<file path="src/rtl/svc_soc_uart_rx_pkg.sv">
// Shared types and constants for the SoC UART receive peripheral.
// Optional 8E1 framing is enabled by defining SVC_SOC_UART_RX_PARITY_EN.
package svc_soc_uart_rx_pkg;

    typedef enum logic [2:0] {
        ST_IDLE,
        ST_START,
        ST_DATA,
`ifdef SVC_SOC_UART_RX_PARITY_EN
        ST_PARITY,
`endif
        ST_STOP
    } rx_state_t;

    localparam logic [31:0] UART_RX_DATA_OFF   = 32'd0;
    localparam logic [31:0] UART_RX_STATUS_OFF = 32'd4;

    localparam int STAT_AVAIL_BIT = 0;
    localparam int STAT_OVR_BIT   = 1;
    localparam int STAT_FERR_BIT  = 2;
    localparam int STAT_PERR_BIT  = 3;
    localparam int STAT_CNT_LSB   = 4;

    // The STATUS count field is only 4 bits, so deeper FIFOs saturate at 15.
    function automatic logic [3:0] sat_count(input logic [31:0] c);
        return (c > 32'd15) ? 4'hF : c[3:0];
    endfunction

endpackage

</file>
<file path="src/rtl/svc_soc_uart_rx_reg_if.sv">
// SoC io_* read/write bus as seen by the UART receive peripheral.
interface svc_soc_uart_rx_reg_if;
    logic        ren;
    logic [31:0] raddr;
    logic [31:0] rdata;
    logic        wen;
    logic [31:0] waddr;
    logic [31:0] wdata;
    logic [3:0]  wstrb;

    modport master (output ren, raddr, wen, waddr, wdata, wstrb, input rdata);
    modport slave  (input ren, raddr, wen, waddr, wdata, wstrb, output rdata);
endinterface

</file>
<file path="src/rtl/svc_soc_uart_rx_fifo.sv">
// Synchronous FIFO for received bytes; a same-cycle pop frees room for a push.
module svc_soc_uart_rx_fifo #(
    parameter int DEPTH = 8,
    parameter int WIDTH = 8
) (
    input  logic                     clk,
    input  logic                     rst,
    input  logic                     push,
    input  logic [WIDTH-1:0]         push_data,
    input  logic                     pop,
    output logic [WIDTH-1:0]         head_data,
    output logic                     full,
    output logic                     empty,
    output logic [$clog2(DEPTH):0]   count
);
    localparam int PW = $clog2(DEPTH);

    logic [WIDTH-1:0] mem [DEPTH];
    logic [PW-1:0]    wr_ptr;
    logic [PW-1:0]    rd_ptr;
    logic             do_push;
    logic             do_pop;

    assign empty     = (count == '0);
    assign full      = (count == (PW + 1)'(DEPTH));
    assign do_pop    = pop && !empty;
    assign do_push   = push && (!full || do_pop);
    assign head_data = mem[rd_ptr];

    always_ff @(posedge clk) begin
        if (do_push) begin
            mem[wr_ptr] <= push_data;
        end
    end

    always_ff @(posedge clk or posedge rst) begin
        if (rst) begin
            wr_ptr <= '0;
            rd_ptr <= '0;
            count  <= '0;
        end else begin
            if (do_push) begin
                wr_ptr <= wr_ptr + 1'b1;
            end
            if (do_pop) begin
                rd_ptr <= rd_ptr + 1'b1;
            end
            case ({do_push, do_pop})
                2'b10:   count <= count + 1'b1;
                2'b01:   count <= count - 1'b1;
                default: count <= count;
            endcase
        end
    end

endmodule

</file>
<file path="src/rtl/svc_soc_uart_rx_reg.sv">
// Memory-mapped UART receiver: synchronizer, receive FSM, FIFO and DATA/STATUS registers.
// Define SVC_SOC_UART_RX_PARITY_EN for 8E1 framing with a sticky PERR flag.
module svc_soc_uart_rx_reg
    import svc_soc_uart_rx_pkg::*;
#(
    parameter int          CLOCK_FREQ = 100_000_000,
    parameter int          BAUD_RATE  = 115_200,
    parameter int          FIFO_DEPTH = 8,
    parameter logic [31:0] BASE_ADDR  = 32'h8000_0010
) (
    input  logic                  clk,
    input  logic                  rst,
    input  logic                  urx_pin,
    svc_soc_uart_rx_reg_if.slave  io,
    output logic                  rx_avail
);
    localparam int CLKS_PER_BIT = CLOCK_FREQ / BAUD_RATE;
    localparam int CW           = $clog2(CLKS_PER_BIT);
    localparam int PW           = $clog2(FIFO_DEPTH);
    localparam logic [CW-1:0] HALF_LAST = CW'(CLKS_PER_BIT / 2 - 1);
    localparam logic [CW-1:0] BIT_LAST  = CW'(CLKS_PER_BIT - 1);

    logic          sync1, rx_s, rx_prev;
    rx_state_t     state, state_next;
    logic [CW-1:0] cnt, cnt_next;
    logic [2:0]    bit_cnt, bit_next;
    logic [7:0]    shift, shift_next;

    logic          fifo_full, fifo_empty, fifo_pop, frame_push;
    logic [7:0]    fifo_head;
    logic [PW:0]   fifo_count;

    logic          set_ovr, set_ferr, ovr, ferr, perr;
    logic          rd_data_hit, rd_stat_hit, wr_clr;
    logic [31:0]   status_word;

`ifdef SVC_SOC_UART_RX_PARITY_EN
    logic          set_perr, parity_bad, parity_bad_next;
`else
    logic          unused_wdata;
    assign unused_wdata = ^{io.wdata[31:4], io.wdata[3], io.wdata[0], io.wstrb[3:1]};
`endif

    // Two-flop synchronizer plus one history flop for falling-edge detection; idle-high reset.
    always_ff @(posedge clk or posedge rst) begin
        if (rst) begin
            sync1   <= 1'b1;
            rx_s    <= 1'b1;
            rx_prev <= 1'b1;
        end else begin
            sync1   <= urx_pin;
            rx_s    <= sync1;
            rx_prev <= rx_s;
        end
    end

    always_ff @(posedge clk or posedge rst) begin
        if (rst) begin
            state   <= ST_IDLE;
            cnt     <= '0;
            bit_cnt <= '0;
            shift   <= '0;
`ifdef SVC_SOC_UART_RX_PARITY_EN
            parity_bad <= 1'b0;
`endif
        end else begin
            state   <= state_next;
            cnt     <= cnt_next;
            bit_cnt <= bit_next;
            shift   <= shift_next;
`ifdef SVC_SOC_UART_RX_PARITY_EN
            parity_bad <= parity_bad_next;
`endif
        end
    end

    always_comb begin
        state_next = state;
        cnt_next   = cnt;
        bit_next   = bit_cnt;
        shift_next = shift;
        frame_push = 1'b0;
        set_ovr    = 1'b0;
        set_ferr   = 1'b0;
`ifdef SVC_SOC_UART_RX_PARITY_EN
        set_perr        = 1'b0;
        parity_bad_next = parity_bad;
`endif
        case (state)
            ST_IDLE: begin
                if (rx_prev && !rx_s) begin
                    state_next = ST_START;
                    cnt_next   = '0;
                end
            end
            ST_START: begin
                if (cnt == HALF_LAST) begin
                    cnt_next   = '0;
                    bit_next   = '0;
                    state_next = rx_s ? ST_IDLE : ST_DATA;
`ifdef SVC_SOC_UART_RX_PARITY_EN
                    parity_bad_next = 1'b0;
`endif
                end else begin
                    cnt_next = cnt + 1'b1;
                end
            end
            ST_DATA: begin
                if (cnt == BIT_LAST) begin
                    cnt_next   = '0;
                    shift_next = {rx_s, shift[7:1]};
                    if (bit_cnt == 3'd7) begin
`ifdef SVC_SOC_UART_RX_PARITY_EN
                        state_next = ST_PARITY;
`else
                        state_next = ST_STOP;
`endif
                    end else begin
                        bit_next = bit_cnt + 1'b1;
                    end
                end else begin
                    cnt_next = cnt + 1'b1;
                end
            end
`ifdef SVC_SOC_UART_RX_PARITY_EN
            ST_PARITY: begin
                if (cnt == BIT_LAST) begin
                    cnt_next   = '0;
                    state_next = ST_STOP;
                    if (rx_s != ^shift) begin
                        set_perr        = 1'b1;
                        parity_bad_next = 1'b1;
                    end
                end else begin
                    cnt_next = cnt + 1'b1;
                end
            end
`endif
            ST_STOP: begin
                if (cnt == BIT_LAST) begin
                    cnt_next   = '0;
                    state_next = ST_IDLE;
                    if (!rx_s) begin
                        set_ferr = 1'b1;
`ifdef SVC_SOC_UART_RX_PARITY_EN
                    end else if (parity_bad) begin
                        frame_push = 1'b0;
`endif
                    end else if (!fifo_full || fifo_pop) begin
                        frame_push = 1'b1;
                    end else begin
                        set_ovr = 1'b1;
                    end
                end else begin
                    cnt_next = cnt + 1'b1;
                end
            end
            default: state_next = ST_IDLE;
        endcase
    end

    svc_soc_uart_rx_fifo #(
        .DEPTH (FIFO_DEPTH),
        .WIDTH (8)
    ) u_fifo (
        .clk       (clk),
        .rst       (rst),
        .push      (frame_push),
        .push_data (shift),
        .pop       (fifo_pop),
        .head_data (fifo_head),
        .full      (fifo_full),
        .empty     (fifo_empty),
        .count     (fifo_count)
    );

    assign rx_avail    = (fifo_count != '0);
    assign rd_data_hit = (io.raddr == BASE_ADDR + UART_RX_DATA_OFF);
    assign rd_stat_hit = (io.raddr == BASE_ADDR + UART_RX_STATUS_OFF);
    assign fifo_pop    = io.ren && rd_data_hit && !fifo_empty;
    assign wr_clr      = io.wen && (io.waddr == BASE_ADDR + UART_RX_STATUS_OFF) && io.wstrb[0];

    always_comb begin
        status_word                           = '0;
        status_word[STAT_AVAIL_BIT]           = rx_avail;
        status_word[STAT_OVR_BIT]             = ovr;
        status_word[STAT_FERR_BIT]            = ferr;
        status_word[STAT_PERR_BIT]            = perr;
        status_word[STAT_CNT_LSB +: 4]        = sat_count(32'(fifo_count));
    end

    // Sticky flags: a same-cycle set beats a write-1-to-clear.
    always_ff @(posedge clk or posedge rst) begin
        if (rst) begin
            ovr  <= 1'b0;
            ferr <= 1'b0;
        end else begin
            ovr  <= set_ovr  | (ovr  & ~(wr_clr & io.wdata[STAT_OVR_BIT]));
            ferr <= set_ferr | (ferr & ~(wr_clr & io.wdata[STAT_FERR_BIT]));
        end
    end

`ifdef SVC_SOC_UART_RX_PARITY_EN
    always_ff @(posedge clk or posedge rst) begin
        if (rst) begin
            perr <= 1'b0;
        end else begin
            perr <= set_perr | (perr & ~(wr_clr & io.wdata[STAT_PERR_BIT]));
        end
    end
`else
    assign perr = 1'b0;
`endif

    always_ff @(posedge clk or posedge rst) begin
        if (rst) begin
            io.rdata <= '0;
        end else if (io.ren && rd_data_hit) begin
            io.rdata <= fifo_empty ? 32'd0 : {24'd0, fifo_head};
        end else if (io.ren && rd_stat_hit) begin
            io.rdata <= status_word;
        end else begin
            io.rdata <= '0;
        end
    end

endmodule
</file>
<file path="src/flat_wrapper.sv">
// flat-port wrapper written by rule: the top's interface ports become plain ports
module svc_soc_uart_rx_reg_flat import svc_soc_uart_rx_pkg::*;
#(
    parameter int          CLOCK_FREQ = 100_000_000,
    parameter int          BAUD_RATE  = 115_200,
    parameter int          FIFO_DEPTH = 8,
    parameter logic [31:0] BASE_ADDR  = 32'h8000_0010
)
  (clk, rst, urx_pin, rx_avail, io_ren, io_raddr, io_wen, io_waddr, io_wdata, io_wstrb, io_rdata);
  svc_soc_uart_rx_reg_if io_i ();
  input  logic clk;
  input  logic rst;
  input  logic urx_pin;
  output logic rx_avail;
  input wire logic [$bits(io_i.ren)-1:0] io_ren;
  input wire logic [$bits(io_i.raddr)-1:0] io_raddr;
  input wire logic [$bits(io_i.wen)-1:0] io_wen;
  input wire logic [$bits(io_i.waddr)-1:0] io_waddr;
  input wire logic [$bits(io_i.wdata)-1:0] io_wdata;
  input wire logic [$bits(io_i.wstrb)-1:0] io_wstrb;
  output wire logic [$bits(io_i.rdata)-1:0] io_rdata;
  assign io_i.ren = io_ren;
  assign io_i.raddr = io_raddr;
  assign io_i.wen = io_wen;
  assign io_i.waddr = io_waddr;
  assign io_i.wdata = io_wdata;
  assign io_i.wstrb = io_wstrb;
  assign io_rdata = io_i.rdata;
  svc_soc_uart_rx_reg #(.CLOCK_FREQ(CLOCK_FREQ), .BAUD_RATE(BAUD_RATE), .FIFO_DEPTH(FIFO_DEPTH), .BASE_ADDR(BASE_ADDR)) u_core (.clk(clk), .rst(rst), .urx_pin(urx_pin), .io(io_i), .rx_avail(rx_avail));
endmodule
</file>
<file path="config.mk">
export PLATFORM = sky130hd
export DESIGN_NAME = svc_soc_uart_rx_reg_flat
export DESIGN_NICKNAME = d
export VERILOG_FILES = /design/src/rtl/svc_soc_uart_rx_pkg.sv /design/src/rtl/svc_soc_uart_rx_reg_if.sv /design/src/rtl/svc_soc_uart_rx_fifo.sv /design/src/rtl/svc_soc_uart_rx_reg.sv /design/src/flat_wrapper.sv
export SDC_FILE = /design/constraint.sdc
export NUM_CORES = 1
export LEC_CHECK = 0
export ABC_AREA = 0
export BUFFER_PORTS_ARGS = -buffer_cell sky130_fd_sc_hd__buf_2
export CAP_MARGIN = 15
export CORE_MARGIN = 2
export CORE_UTILIZATION = 55
export CTS_BUF_LIST = sky130_fd_sc_hd__clkbuf_16
export CTS_CLUSTER_DIAMETER = 40
export DETAILED_ROUTE_END_ITERATION = 6
export GPL_ROUTABILITY_DRIVEN = 0
export PLACE_DENSITY = 0.79
export RECOVER_POWER = 50
export SYNTH_ARGS = -nofsm -noshare
export SYNTH_HDL_FRONTEND = slang
export SYNTH_SLANG_ARGS = --single-unit
</file>
<file path="constraint.sdc">
create_clock -name clk -period 5.4 [get_ports clk]
set_input_delay 1.08 -clock clk [delete_from_list [all_inputs] [get_ports clk]]
set_output_delay 1.08 -clock clk [all_outputs]
set_load 0.05 [all_outputs]
</file>
# After elaboration in Yosys (flattened, before gate mapping)
# Memory sizes are Yosys's and may differ from the RTL's.
# Cells that the tools add are included.
[op_classes]
n_mux = 32
n_addsub = 6
bitwise = 8
reduce_logical = 24
n_eq_ne = 18
[op_table]
columns = ["operator", "n"]
rows = [
  ["$eq A32 B32 Y1 const B", 3],
  ["$mux W32", 1],
  ["$mux W10", 3],
  ["$pmux W10 S3", 1],
  ["$mux W3", 8],
  ["$mux W8", 2],
  ["$mux W1", 13],
  ["$pmux W3 S4", 1],
  ["$add A10 B1 Y10 const B", 1],
  ["$eq A10 B10 Y1 const B", 1],
  ["$eq A10 B9 Y1 const B", 1],
  ["$ne A2 B1 Y1 const B", 5],
  ["$add A3 B1 Y3 const B", 3],
  ["$logic_and A1 B1 Y1", 8],
  ["$pmux W4 S2", 1],
  ["$eq A3 B2 Y1 const B", 2],
  ["$pmux W3 S2", 1],
  ["$reduce_and A5 Y1", 1],
  ["$add A4 B1 Y4 const B", 1],
  ["$and A1 B1 Y1", 4],
  ["$eq A4 B4 Y1 const B", 1],
  ["$logic_not A4 Y1", 1],
  ["$reduce_and A2 Y1", 2],
  ["$reduce_and A4 Y1", 1],
  ["other kinds (16)", 22],
]
[word_totals]
output_inout_bits = 33
ram_bits = 64
register_bits = 71
memories = 1
wordCells = 102
[mem_list]
columns = ["memory", "depth", "width", "rd", "rd_clocked_by_memory_dff", "wr", "line", "source"]
rows = [
  ["u_core.u_fifo.mem", 8, 8, 1, 0, 1, "svc_soc_uart_rx_fifo.sv:18", "logic [WIDTH-1:0] mem [DEPTH];"],
]

# Depth between registers and ports, before layout
[logic_depth]
word_depth = 11
ltp_mapped = 14
depth_no_buf = 12

# Hierarchy
# From an unflattened synthesis, not the netlist that was laid out.
[hier_totals]
cells_unflattened = 371
hier_area_um2 = 5241.3
[modules_own_cells]
columns = ["module", "cells_each", "seq_area_each_um2", "area_per_inst_um2", "n_inst"]
rows = [
  ["svc_soc_uart_rx_fifo", 165, 2172.1, 3158.0, 1],
  ["svc_soc_uart_rx_reg", 206, 904.6, 2083.2, 1],
]

# Worst setup path before layout
# No wires, ideal clock.
[synth_path]
kind = "input-to-reg"
start = "input io_raddr[29]"
end = "memory u_core.u_fifo.mem[0][0] (enable)"
setup_slack_ps = 1994
path_stages = 6
required_ps = 5005
t_arrival_ps = 3011
n_path_buf = 1
path_cell_list = "nor4b_1 > nand4_1 > nor3_1 > o21ai_2 > buf_6 > nor4_1"
[synth_via]
elab_chain_len = 11
elab_cells_between_ends = 13
[synth_lines]
columns = ["element", "line", "source"]
rows = [
  ["start, declared", "flat_wrapper.sv:16", "input wire logic [$bits(io_i.raddr)-1:0] io_raddr;"],
  ["$eq A32 B32 Y1 *", "svc_soc_uart_rx_reg.sv:178", "assign rd_data_hit = (io.raddr == BASE_ADDR + UART_RX_DATA_OFF);"],
  ["$logic_and A1 B1 Y1 * (2 in series)", "svc_soc_uart_rx_reg.sv:180", "assign fifo_pop = io.ren && rd_data_hit && !fifo_empty;"],
  ["$logic_or A1 B1 Y1", "svc_soc_uart_rx_reg.sv:149", "end else if (!fifo_full || fifo_pop) begin"],
  ["$mux W1", "svc_soc_uart_rx_reg.sv:149", ""],
  ["$mux W1", "svc_soc_uart_rx_reg.sv:143", "if (!rx_s) begin"],
  ["$mux W1", "svc_soc_uart_rx_reg.sv:140", "if (cnt == BIT_LAST) begin"],
  ["$mux W1", "svc_soc_uart_rx_reg.sv:89", "case (state)"],
  ["$logic_and A1 B1 Y1 *", "svc_soc_uart_rx_fifo.sv:27", "assign do_push = push && (!full || do_pop);"],
  ["$mux W1 *", "svc_soc_uart_rx_fifo.sv:31", "if (do_push) begin"],
  ["$mux W1 (implied by the code) *", "svc_soc_uart_rx_fifo.sv:32", "mem[wr_ptr] <= push_data;"],
  ["end, declared", "svc_soc_uart_rx_fifo.sv:18", ""],
]
# Every way passes the cells marked *; elsewhere a longest branch is shown, timed or not.

# Worst setup path after layout
[layout_path]
start = "input io_raddr[24]"
end = "register u_core.u_fifo.count[2]"
[layout_via]
elab_cells_between_ends = 15
[layout_rtl]
columns = ["element", "line", "source"]
rows = [
  ["$eq A32 B32 Y1 *", "svc_soc_uart_rx_reg.sv:178", ""],
  ["$logic_and A1 B1 Y1 * (2 in series)", "svc_soc_uart_rx_reg.sv:180", ""],
  ["$logic_and A1 B1 Y1 *", "svc_soc_uart_rx_fifo.sv:26", "assign do_pop = pop && !empty;"],
  ["net u_core.u_fifo.do_pop", "svc_soc_uart_rx_fifo.sv:22", "logic do_pop;"],
  ["$logic_or A1 B1 Y1", "svc_soc_uart_rx_fifo.sv:27", ""],
  ["$logic_and A1 B1 Y1", "svc_soc_uart_rx_fifo.sv:27", ""],
  ["$eq A2 B1 Y1 / $eq A2 B2 Y1 (equally long branches)", "svc_soc_uart_rx_fifo.sv:48", "case ({do_push, do_pop})"],
  ["$pmux W4 S2 / $reduce_bool A2 Y1 (equally long branches)", "--", ""],
  ["end signal, assigned", "svc_soc_uart_rx_fifo.sv:49", "2'b10: count <= count + 1'b1;"],
  ["end signal, assigned", "svc_soc_uart_rx_fifo.sv:50", "2'b01: count <= count - 1'b1;"],
  ["end signal, assigned", "svc_soc_uart_rx_fifo.sv:51", "default: count <= count;"],
  ["end, declared", "svc_soc_uart_rx_fifo.sv:14", "output logic [$clog2(DEPTH):0] count"],
]
# Mark *: on every way through the listed nets, which the timed path passes. The rest lies on a longest branch.
# A chain may end at the register's enable or synchronous reset.

==> impl_summary.log <==
INFO  metric status = complete, but fails checks
INFO  metric failed_checks = capacitance limit, slew limit
INFO  metric leading_cell_type_in_the_layout_fill_and_taps_excluded = sky130_fd_sc_hd__buf_2
INFO  metric grt_setup_unrepaired = false
INFO  metric synth-edff-count = 64
INFO  metric detail_route.iter0.violations = approximately 160
INFO  metric cp_data_required_time = ~5.6 ns
INFO  metric critical_path.reg2reg.endpoint = u_core.u_fifo.count[2]
INFO  metric p_switching = around 0.46 mW
INFO  metric detailedPlace.worstSlack = around 1.4 ns
INFO  metric path_max_fanout = 10
INFO  metric dieHeight = 99.5 um
INFO  metric crit_arrival = 3.93 ns
INFO  metric number_of_routed_nets_with_antenna_violations = 0
INFO  metric core_area = approximately 9000 um^2
INFO  metric groute.usage.overall = a little over a fifth
INFO  metric port_buffers = 80
INFO  metric p_per_area = ~320 nW/um^2
INFO  metric worstHoldPathCells = 0
INFO  metric cts_setup_buffers = 0
INFO  metric post_route_fraction_of_the_period_consumed_by_the_critical_path = roughly 69%
INFO  metric maxSlewHeadroom = -16.4%
INFO  metric chipWidth = about 100 um
INFO  metric route.final.wire_length = a little under 10000 um
INFO  metric whs_endpoint = u_core.rx_s
INFO  metric rr_startpoint = u_core.cnt[0]
INFO  metric synth.yosys.warnings = 0
INFO  metric syn_to_final_growth = 15.6%
INFO  metric min_from = u_core.sync1
INFO  metric fin_worst_skew = 0.00805 ns
INFO  metric drc_errors = 0
INFO  metric mappedNetlistArea = 5020 um^2
INFO  metric num_vias = ~3100
INFO  metric timing.critical_path.slowest_cell_delay = ~0.6 ns
INFO  metric p_leak = 2.53 nW
INFO  metric critPathCaptureType = flop
INFO  metric most_frequent_cells_in_the_layout = sky130_fd_sc_hd__buf_2 (80), sky130_fd_sc_hd__edfxtp_1 (64), sky130_fd_sc_hd__dfrtp_1 (43), sky130_fd_sc_hd__conb_1 (24), sky130_fd_sc_hd__nand2_1 (20)
INFO  metric dr.pass1.iters = 4
INFO  metric post_synth_num_cell_types = 52
INFO  metric hold_viol = 0
INFO  metric nFillCells = 622
INFO  metric cts.repair.resized = 0
INFO  metric switching_share = 24.9%
INFO  metric cp_common_cell = sky130_fd_sc_hd__xor2_1
INFO  metric diodes = 0
INFO  metric slowest_stage_cell_cp = sky130_fd_sc_hd__nor3_1
INFO  metric cts_buffer_depth = 2
INFO  metric period_minus_slack = ~3.7 ns
INFO  metric worst-slew-pin-transition = roughly 1.7 ns
INFO  metric syn_area_per_cell = 14.5 um^2
INFO  metric place_hpwl = roughly 6600 um
INFO  metric start_util = between 50% and 60%
INFO  metric clock_sink_count = 110
INFO  metric maximum_number_of_pins_on_one_net_before_global_route_repair = 47
INFO  metric synth_top_area_share = a little under two fifths
INFO  metric peak_freq = roughly 0.27 GHz
INFO  metric vdd.ir_drop.worst = about 0.00022 V
INFO  metric share_clk_of_total_power = roughly two fifths
INFO  metric hold-worst-slack = about 0.36 ns
INFO  metric antenna_violations_before_repair = 0
INFO  metric power.sequential.fraction = about 51%
INFO  metric setup.worst_path.start_class = primary input
INFO  metric htree_num_levels = 3
INFO  metric yosysSeqAreaShare = 61.3%
INFO  metric tritoncts = built
INFO  metric pin_count = between 100 and 150
INFO  metric setup.reg_to_reg.worst_slack = ~2.2 ns
INFO  metric fin_ws = around 1.7 ns
INFO  metric insertion_delay = approximately 0.34 ns
INFO  metric timing.reg2reg.worst_path_depth = 12
INFO  metric gate_power_share = 10.3%
INFO  metric synth_area_leaders = sky130_fd_sc_hd__edfxtp_1 (38%), sky130_fd_sc_hd__dfrtp_1 (21%), sky130_fd_sc_hd__mux4_2 (7.2%)
INFO  metric via_density_per_instance = about 5.7
INFO  metric first_global_vias = around 3200
INFO  metric synthesized_flop_and_latch_total = 110
INFO  metric asyncSetResetFlopFracSynth = roughly two fifths
INFO  metric total_internal_power = between 1 and 1.5 mW
INFO  metric clk_root_buffer_cell = sky130_fd_sc_hd__clkbuf_16
INFO  metric top_reg_cell_synth = sky130_fd_sc_hd__edfxtp_1
INFO  metric drive_above_1_share = 32.3%
INFO  metric finalNetCount = approximately 550
INFO  metric min_path_type = reg -> reg
INFO  metric post-synth-top-area-cell = sky130_fd_sc_hd__edfxtp_1
INFO  metric clock_slew_seen_by_the_registers_of_the_worst_setup_and_hold_paths = approximately 0.070 ns
INFO  metric fp-row-count = 34
INFO  metric overflow = 0
INFO  metric grt_pass1_wl = 15600 um
INFO  metric cts-buffers-inserted = 9
INFO  metric max_cap_violations = 1
INFO  metric synthCells = approximately 350
INFO  metric cts-hold-fix-buffers = 0
INFO  metric floorplan.die_area = between 9000 and 10000 um^2
INFO  metric power.total = 1.86 mW
INFO  metric slew_violations = between 40 and 50
INFO  metric worstPathCellList = buf_2 > nor4b_1 > nand4_1 > nor3_1 > nand2_1 > inv_1 > ha_1 > xor2_1 > ha_1 > a21oi_1 > xor2_1 > nor2_1 > xor2_1
INFO  metric worstSetupPathType = in -> reg
INFO  metric finalSetupTns = 0 ns
INFO  metric detail_route.wl_per_cell = 18.0 um
INFO  metric finalSetupViolCount = 0
-- power groups by stage --
stage	Sequential, mW	Clock (mW)	Combinational, mW
3_3_place_gp	0.971	0	0.181
6_report	0.956	0.713	0.192
2_1_floorplan	0.953	0	0.167
3_5_place_dp	0.973	0	0.190
5_1_grt	0.962	0.760	0.212
4_1_cts	0.955	0.721	0.193
-- worst max-delay path by stage --
stage	from	cells past startpoint	to
2_1_floorplan	io_raddr[29]	6	u_core.u_fifo.mem[0][0]
3_3_place_gp	io_raddr[24]	13	u_core.u_fifo.count[2]
3_5_place_dp	io_raddr[13]	13	u_core.u_fifo.count[2]
4_1_cts	io_raddr[24]	13	u_core.u_fifo.count[2]
5_1_grt	io_raddr[24]	13	u_core.u_fifo.count[2]
6_report	io_raddr[24]	13	u_core.u_fifo.count[2]
-- synthesized netlist by cell type, types with 6 or more instances --
cell type / count
sky130_fd_sc_hd__o21ai_0: 9
sky130_fd_sc_hd__edfxtp_1: 64
sky130_fd_sc_hd__xor2_1: 7
sky130_fd_sc_hd__nor2_1: 12
sky130_fd_sc_hd__mux2i_1: 9
sky130_fd_sc_hd__nor4_1: 16
sky130_fd_sc_hd__inv_1: 7
sky130_fd_sc_hd__nor3_1: 6
sky130_fd_sc_hd__nand2_1: 20
sky130_fd_sc_hd__o2bb2ai_1: 7
sky130_fd_sc_hd__buf_4: 25
sky130_fd_sc_hd__dfrtp_1: 43
sky130_fd_sc_hd__ha_1: 9
sky130_fd_sc_hd__mux2_2: 11
sky130_fd_sc_hd__mux4_2: 16
sky130_fd_sc_hd__clkbuf_1: 7
-- layout make-up --
| class | count | area [um^2] | area share (%) |
|---|---|---|---|
| clock inverters | 7 | 105 | 1.81 |
| flip-flops and latches | 110 | 3080 | 53.0 |
| repair buffers | 88 | 480 | 8.27 |
| inverters | 7 | 26.3 | 0.452 |
| clock buffers | 9 | 225 | 3.88 |
| well taps | 108 | 135 | 2.33 |
| multi-input cells | 216 | 1760 | 30.3 |
-- state kept, by name (all words and copies together), names as in the netlist --
signal                flops
u_core.u_fifo.mem        64
u_core.cnt               10
u_core.io.rdata           8
u_core.shift              8
u_core.u_fifo.count       4
u_core.bit_cnt            3
u_core.u_fifo.rd_ptr      3
u_core.u_fifo.wr_ptr      3
u_core.state              2
u_core.ferr               1
u_core.ovr                1
u_core.rx_prev            1
u_core.rx_s               1
u_core.sync1              1
-- through the flow --
| step | std cells | util (%) | area (um^2) |
|---|---|---|---|
| finish | 545 | 65.9 | 5810 |
| global route | 545 | 65.9 | 5810 |
| CTS | 544 | 65.6 | 5780 |
| detailed placement | 528 | 61.9 | 5450 |
| global placement | 528 | 61.9 | 5450 |
| floorplan | 369 | - | 5110 |
-- per-layer routing --
| metal | vias up | GRT usage (%) | part of all wire (%) |
|---|---|---|---|
| met1 | 1515 | 26.0 | 39 |
| met2 | 149 | 37.4 | 53 |
| met5 | - | 0 | 0 |
| li1 | 1454 | - | - |
| met3 | 14 | 3.65 | 6.4 |
| met4 | 0 | 6.53 | 1.5 |
-- kinds of logic after synthesis --
logic type / count (synthesis) / synth area share, %
DFF: 110 / 61.3
and+or+nand+nor: 94 / 11.3
buffers and inverters: 43 / 5.43
AOI/OAI and AO/OA: 40 / 5.83
muxes: 38 / 11.9
xor gates and xnor gates: 11 / 1.92
adders and majority gates: 9 / 2.24
other: 1 / 0.0747
-- critical path, delay by kind of cell --
kind / cells / cell delay [ns]
simple gates: 5 / 1.58
xor+xnor: 3 / 0.41
compound gates: 1 / 0.15
fa+ha+maj: 2 / 0.44
buf+inv: 2 / 0.28
No activity file was read; power rests on OpenSTA's default activity.
